**src/rtl/fetch_sequencer.sv**
```systemverilog
// Instruction-fetch controller: issues in-order word requests to instruction memory,
// buffers returned words with their PC, and kills wrong-path fetches on a branch redirect.
module fetch_sequencer #(
  parameter logic [31:0] RESET_PC  = 32'h0000_0000,
  parameter int          BUF_DEPTH = 2
) (
  input  logic        clk,
  input  logic        reset,
  output logic        imem_req_o,
  output logic [31:0] imem_addr_o,
  input  logic        imem_gnt_i,
  input  logic        imem_rvalid_i,
  input  logic [31:0] imem_rdata_i,
  input  logic        redir_v_i,
  input  logic [31:0] redir_pc_i,
  input  logic        inst_ready_i,
  output logic        inst_v_o,
  output logic [31:0] inst_o,
  output logic [31:0] pc_o
);

  localparam int              CW    = $clog2(BUF_DEPTH + 1);
  localparam int              PW    = (BUF_DEPTH > 1) ? $clog2(BUF_DEPTH) : 1;
  localparam logic [CW:0]     DEPTH = (CW+1)'(BUF_DEPTH);
  localparam logic [PW-1:0]   LAST  = PW'(BUF_DEPTH - 1);

  typedef enum logic [1:0] {BOOT, FETCH, FLUSH} state_t;

  state_t        state, state_nxt;
  logic [31:0]   fetch_pc, fetch_pc_nxt;
  logic [CW-1:0] outstanding, outstanding_nxt;
  logic [CW-1:0] discard, discard_nxt;
  logic [CW-1:0] occupancy, occupancy_nxt;
  logic [CW-1:0] in_flight;

  logic [31:0]   pcq [BUF_DEPTH];
  logic [PW-1:0] pcq_rd, pcq_wr;
  logic [31:0]   buf_inst [BUF_DEPTH];
  logic [31:0]   buf_pc   [BUF_DEPTH];
  logic [PW-1:0] buf_rd, buf_wr;

  logic handshake, rsp, redirect, push, pop;

  function automatic logic [PW-1:0] next_ptr(input logic [PW-1:0] p);
    return (p == LAST) ? '0 : p + 1'b1;
  endfunction

  // Responses with nothing outstanding are stray and ignored entirely.
  assign handshake   = imem_req_o & imem_gnt_i;
  assign rsp         = imem_rvalid_i & (outstanding != '0);
  assign redirect    = redir_v_i & (state != BOOT);
  assign push        = rsp & (state == FETCH) & ~redir_v_i;
  assign pop         = inst_v_o & inst_ready_i;
  assign in_flight   = outstanding + CW'(handshake) - CW'(rsp);

  assign imem_req_o  = (state == FETCH) && (({1'b0, outstanding} + {1'b0, occupancy}) < DEPTH);
  assign imem_addr_o = fetch_pc;
  assign inst_v_o    = (occupancy != '0) & ~redir_v_i & (state != BOOT);
  assign inst_o      = buf_inst[buf_rd];
  assign pc_o        = buf_pc[buf_rd];

  always_comb begin
    state_nxt       = state;
    fetch_pc_nxt    = fetch_pc;
    discard_nxt     = discard;
    outstanding_nxt = in_flight;
    occupancy_nxt   = redirect ? '0 : occupancy + CW'(push) - CW'(pop);
    case (state)
      BOOT: state_nxt = FETCH;
      FETCH: begin
        // A grant in the redirect cycle belongs to the old stream and is discarded later.
        if (redirect) begin
          fetch_pc_nxt = redir_pc_i;
          discard_nxt  = in_flight;
          state_nxt    = (in_flight != '0) ? FLUSH : FETCH;
        end else if (handshake) begin
          fetch_pc_nxt = fetch_pc + 32'd4;
        end
      end
      FLUSH: begin
        if (redirect) fetch_pc_nxt = redir_pc_i;
        if (rsp) begin
          discard_nxt = discard - 1'b1;
          if (discard == CW'(1)) state_nxt = FETCH;
        end
      end
      default: state_nxt = BOOT;
    endcase
  end

  always_ff @(posedge clk) begin
    if (reset) begin
      state       <= BOOT;
      fetch_pc    <= RESET_PC;
      outstanding <= '0;
      discard     <= '0;
      occupancy   <= '0;
      pcq_rd      <= '0;
      pcq_wr      <= '0;
      buf_rd      <= '0;
      buf_wr      <= '0;
    end else begin
      state       <= state_nxt;
      fetch_pc    <= fetch_pc_nxt;
      outstanding <= outstanding_nxt;
      discard     <= discard_nxt;
      occupancy   <= occupancy_nxt;
      if (handshake) pcq_wr <= next_ptr(pcq_wr);
      if (rsp)       pcq_rd <= next_ptr(pcq_rd);
      if (redirect) begin
        buf_rd <= buf_wr;
      end else begin
        if (push) buf_wr <= next_ptr(buf_wr);
        if (pop)  buf_rd <= next_ptr(buf_rd);
      end
    end
  end

  // Issue-address FIFO and instruction buffer storage carry no reset.
  always_ff @(posedge clk) begin
    if (handshake) pcq[pcq_wr] <= fetch_pc;
    if (push && !redirect) begin
      buf_inst[buf_wr] <= imem_rdata_i;
      buf_pc[buf_wr]   <= pcq[pcq_rd];
    end
  end

  always_ff @(posedge clk) begin
    if (!reset) begin
      assert (!(push && !pop && occupancy == CW'(BUF_DEPTH)));
      assert (outstanding <= CW'(BUF_DEPTH));
    end
  end

endmodule

```
**config.mk**
```make
export PLATFORM = sky130hd
export DESIGN_NAME = fetch_sequencer
export DESIGN_NICKNAME = d
export VERILOG_FILES = /design/src/rtl/fetch_sequencer.sv
export SDC_FILE = /design/constraint.sdc
export NUM_CORES = 1
export LEC_CHECK = 0
export BUFFER_PORTS_ARGS = -buffer_cell sky130_fd_sc_hd__buf_2
export CAP_MARGIN = 15
export CORE_MARGIN = 4
export CORE_UTILIZATION = 34
export DETAILED_ROUTE_END_ITERATION = 8
export GPL_TIMING_DRIVEN = 0
export PLACE_DENSITY_LB_ADDON = 0.08
export SLEW_MARGIN = 20
export SYNTH_ARGS = -nofsm -noshare
export SYNTH_HDL_FRONTEND = slang
export SYNTH_SLANG_ARGS = --single-unit
```
**constraint.sdc**
```tcl
create_clock -name clk -period 5.4 [get_ports clk]
set_clock_uncertainty 0.1 [all_clocks]
set_input_delay 0.27 -clock clk [delete_from_list [all_inputs] [get_ports clk]]
set_output_delay 0.27 -clock clk [all_outputs]
set_load 0.01 [all_outputs]
```
==> summary.txt <==
Status
  • Status: finished clean

Placed design
  • Pre-CTS WS: 2.268 ns
  • DP Wirelength: 17670 um
  • Placed cell area: 0.01121 mm^2
  • Placed Instances: 1202
  • Input/output buffers: 166
  • GP Congestion: 0.8365

Floorplanning
  • Row cnt: 61
  • Die width: 177.0 um
  • Boundary pin count: 168
  • Initial core utilization: 34.66%
  • Die Span Y: 177.0 um
  • Core ar.: 0.02801 mm^2
  • DIE AREA: 0.03132 mm^2

Routing
  • Initial DRC Count: 408
  • Mean number of vias per cell: 4.947
  • Drt wl/cell: 19.17 um
  • Drt first pass iters: 5
  • Post-route DRC: 0
  • Antenna Nets Post-Route: 0
  • Vias: 6397
  • Final WL: 24790 um

Timing
  • Hold Slack: 0.02763 ns
  • RSZ-0062 raised after global routing: false
  • Slew Viols, Final: 0
  • Slack of the critical path: 2.259 ns
  • Setup_tns: 0 ns
  • Fin. Hold Viols: 0
  • Slew of the pin with the lowest slew margin: 0.8180 ns
  • Peak Freq: 318.4 MHz
  • Crit share post-route: 58.17%
  • Setup-failing EPs final: 0
  • Fin crit period: 3.141 ns
  • Worst slew margin: 45.47%

Pwr
  • Maximum resistive drop on vdd: 0.2374 mV
  • PD cells: 457.3 mW/mm^2
  • Power, Total: 5.699 mW
  • Pleak: 4.516 nW

Cells and area
  • Post-route cell area: 0.01246 mm^2
  • Inserted Diodes: 0
  • Area delta synth->final: 28.37%
  • Post-Layout Cell Count: 1293
  • Final Util: 44.49%
  • Share of layout cells above drive strength 1: 33.01%
  • Post-layout nets: 976

CTS
  • Post-cts resize count: 0
  • Total CTS buffers: 27
  • # clock sinks: 238
  • Skew-Pair Late Insertion Delay: 0.51 ns
  • Max H-tree Level: 1
  • CTS max path bufs: 3
  • CTS tree: yes
  • Reg clk slew, reported paths: 0.06 ns
  • Setup bufs post-CTS: 0
  • Root cell of the clock tree: clkbuf_16

Global route
  • Largest net degree at the start of global routing: 26
  • First-pass GRT wire length: 37650 um
  • Remaining Overflow, GRT: 0
  • GRT Resource Usage Total: 15.42%
  • Vias in the first global route: 6653
  • Initial antenna violation count: 0

Critical path
  • CP Max Fanout: 4
  • Worst setup EP type: flop
  • Worst Path Required: 5.68 ns
  • Critical path arrival: 3.42 ns
  • CP Launch Type: flop
  • Critical path type: flop to flop

Hold path
  • Min-Delay Path Class: input port to flop

Logic synthesis
  • Synth warn: 0
  • Unique masters post-synth: 65
  • Top_reg_cell synth: edfxtp_1
  • Post-synth EDFFs: 192
  • Syn Inst Count: 651
  • Async set-reset flop share out of synthesis: 0%
  • Net count after synthesis: 732
  • Synth Register Bits: 238
  • Sequential share of the synthesized area: 68.87%
  • Mapped Area: 0.009708 mm^2
  • Mean post-synth cell area: 14.91 um^2

Flow run
  • Max_cap viols: 0
-- logic make-up (layout without fill, tap and decap cells) --
family	after synthesis	count (layout)	synth area share (%)
and+or+nand+nor	138	138	7.398
muxes	101	101	11.65
adders and majority gates	11	11	1.495
DFF	238	238	68.87
xor gates and xnor gates	8	8	0.7218
AOI/OAI and AO/OA	108	108	7.965
buffers and inverters	47	311	1.895
-- per-layer routing --
layer	vias to the layer above	share of wire [%]	track usage, %
met1	3096	41	19.06
li1	3017	-	-
met4	0	2.4	4.610
met5	-	0	0
met3	42	6.4	2.756
met2	242	50	27.59
-- sequential cells by signal, indices dropped and copies added (netlist names), named ones only --
signal / count
buf_pc: 64
pcq_rd: 1
outstanding: 2
imem_addr_o: 32
buf_rd: 1
state: 2
pcq_wr: 1
pcq: 64
buf_wr: 1
occupancy: 2
discard: 2
buf_inst: 64
-- cell usage in the layout, fill, tap and decap left out, drive strengths merged, types with 6 or more instances in the layout --
cell	count
edfxtp	192
and3	10
a211oi	11
inv	13
clkinv	6
a31oi	9
a21oi	25
clkbuf	66
ha	10
nor2	47
nor4	6
dlygate4sd3	42
xnor2	6
o21ai	13
buf	180
nand2	24
dfxtp	46
mux2	96
nand4	10
nand3	10
-- worst paths after layout --
path                                                   from                     endpoint  slack [ns]  depth (start not counted)
worst min register to register  imem_addr_o[0]$_SDFFE_PP0P_          pcq[0][0]$_DFFE_PP_        0.39                          0
worst max-delay path                occupancy[0]$_SDFF_PP0_        state[1]$_SDFFE_PP0P_        2.26                         12
worst min-delay path                          redir_pc_i[1]  imem_addr_o[1]$_SDFFE_PP0P_        0.03                          4
worst max register to register      occupancy[0]$_SDFF_PP0_        state[1]$_SDFFE_PP0P_        2.26                         12
-- synth_stat cells, drive strengths merged (9+ instances only) --
| library cell | count | area (um^2) |
|---|---|---|
| edfxtp | 192 | 5766 |
| mux2 | 96 | 1081 |
| nor2 | 47 | 176.4 |
| dfxtp | 46 | 920.9 |
| clkbuf | 27 | 101.4 |
| a21oi | 25 | 125.1 |
| nand2 | 24 | 90.09 |
| inv | 13 | 48.80 |
| o21ai | 13 | 65.06 |
| a211oi | 11 | 92.58 |
| and3 | 10 | 62.56 |
| ha | 10 | 125.1 |
| nand3 | 10 | 50.05 |
| nand4 | 10 | 75.07 |
| a31oi | 9 | 56.30 |
-- area by class of cell --
cell class,count,area (um^2)
Clock inverter,10,102.6
Buffer,34,135.1
Sequential cell,238,6686
Tap cell,378,473.0
Timing Repair Buffer,215,1421
Clock buffer,39,720.7
Inverter,13,48.80
Multi-Input combinational cell,366,2874
Fill cell,2567,15550
-- worst max-delay path, stage by stage, from the launching register on --
cell and delay [ns]:
dfxtp_1 0.32, and2_1 0.17, fa_1 0.48, nor3b_1 0.28
nand2_1 0.25, ha_1 0.35, inv_1 0.04, ha_1 0.18
xor2_1 0.15, xnor2_1 0.34, a21boi_0 0.16, mux2i_1 0.15
nor2_1 0.05
-- what timing repair did --
item                                    CTS  global route
endpoints found under the setup margin    0             0
hold buffers                             42             0
hold endpoints to repair                 74             0
-- power by group --
part	switching [mW]	internal, mW
logic	0.939	0.630
registers	0.173	2.26
clock network	0.676	1.02
total	1.79	3.91
(Power assumes the default switching activity.)
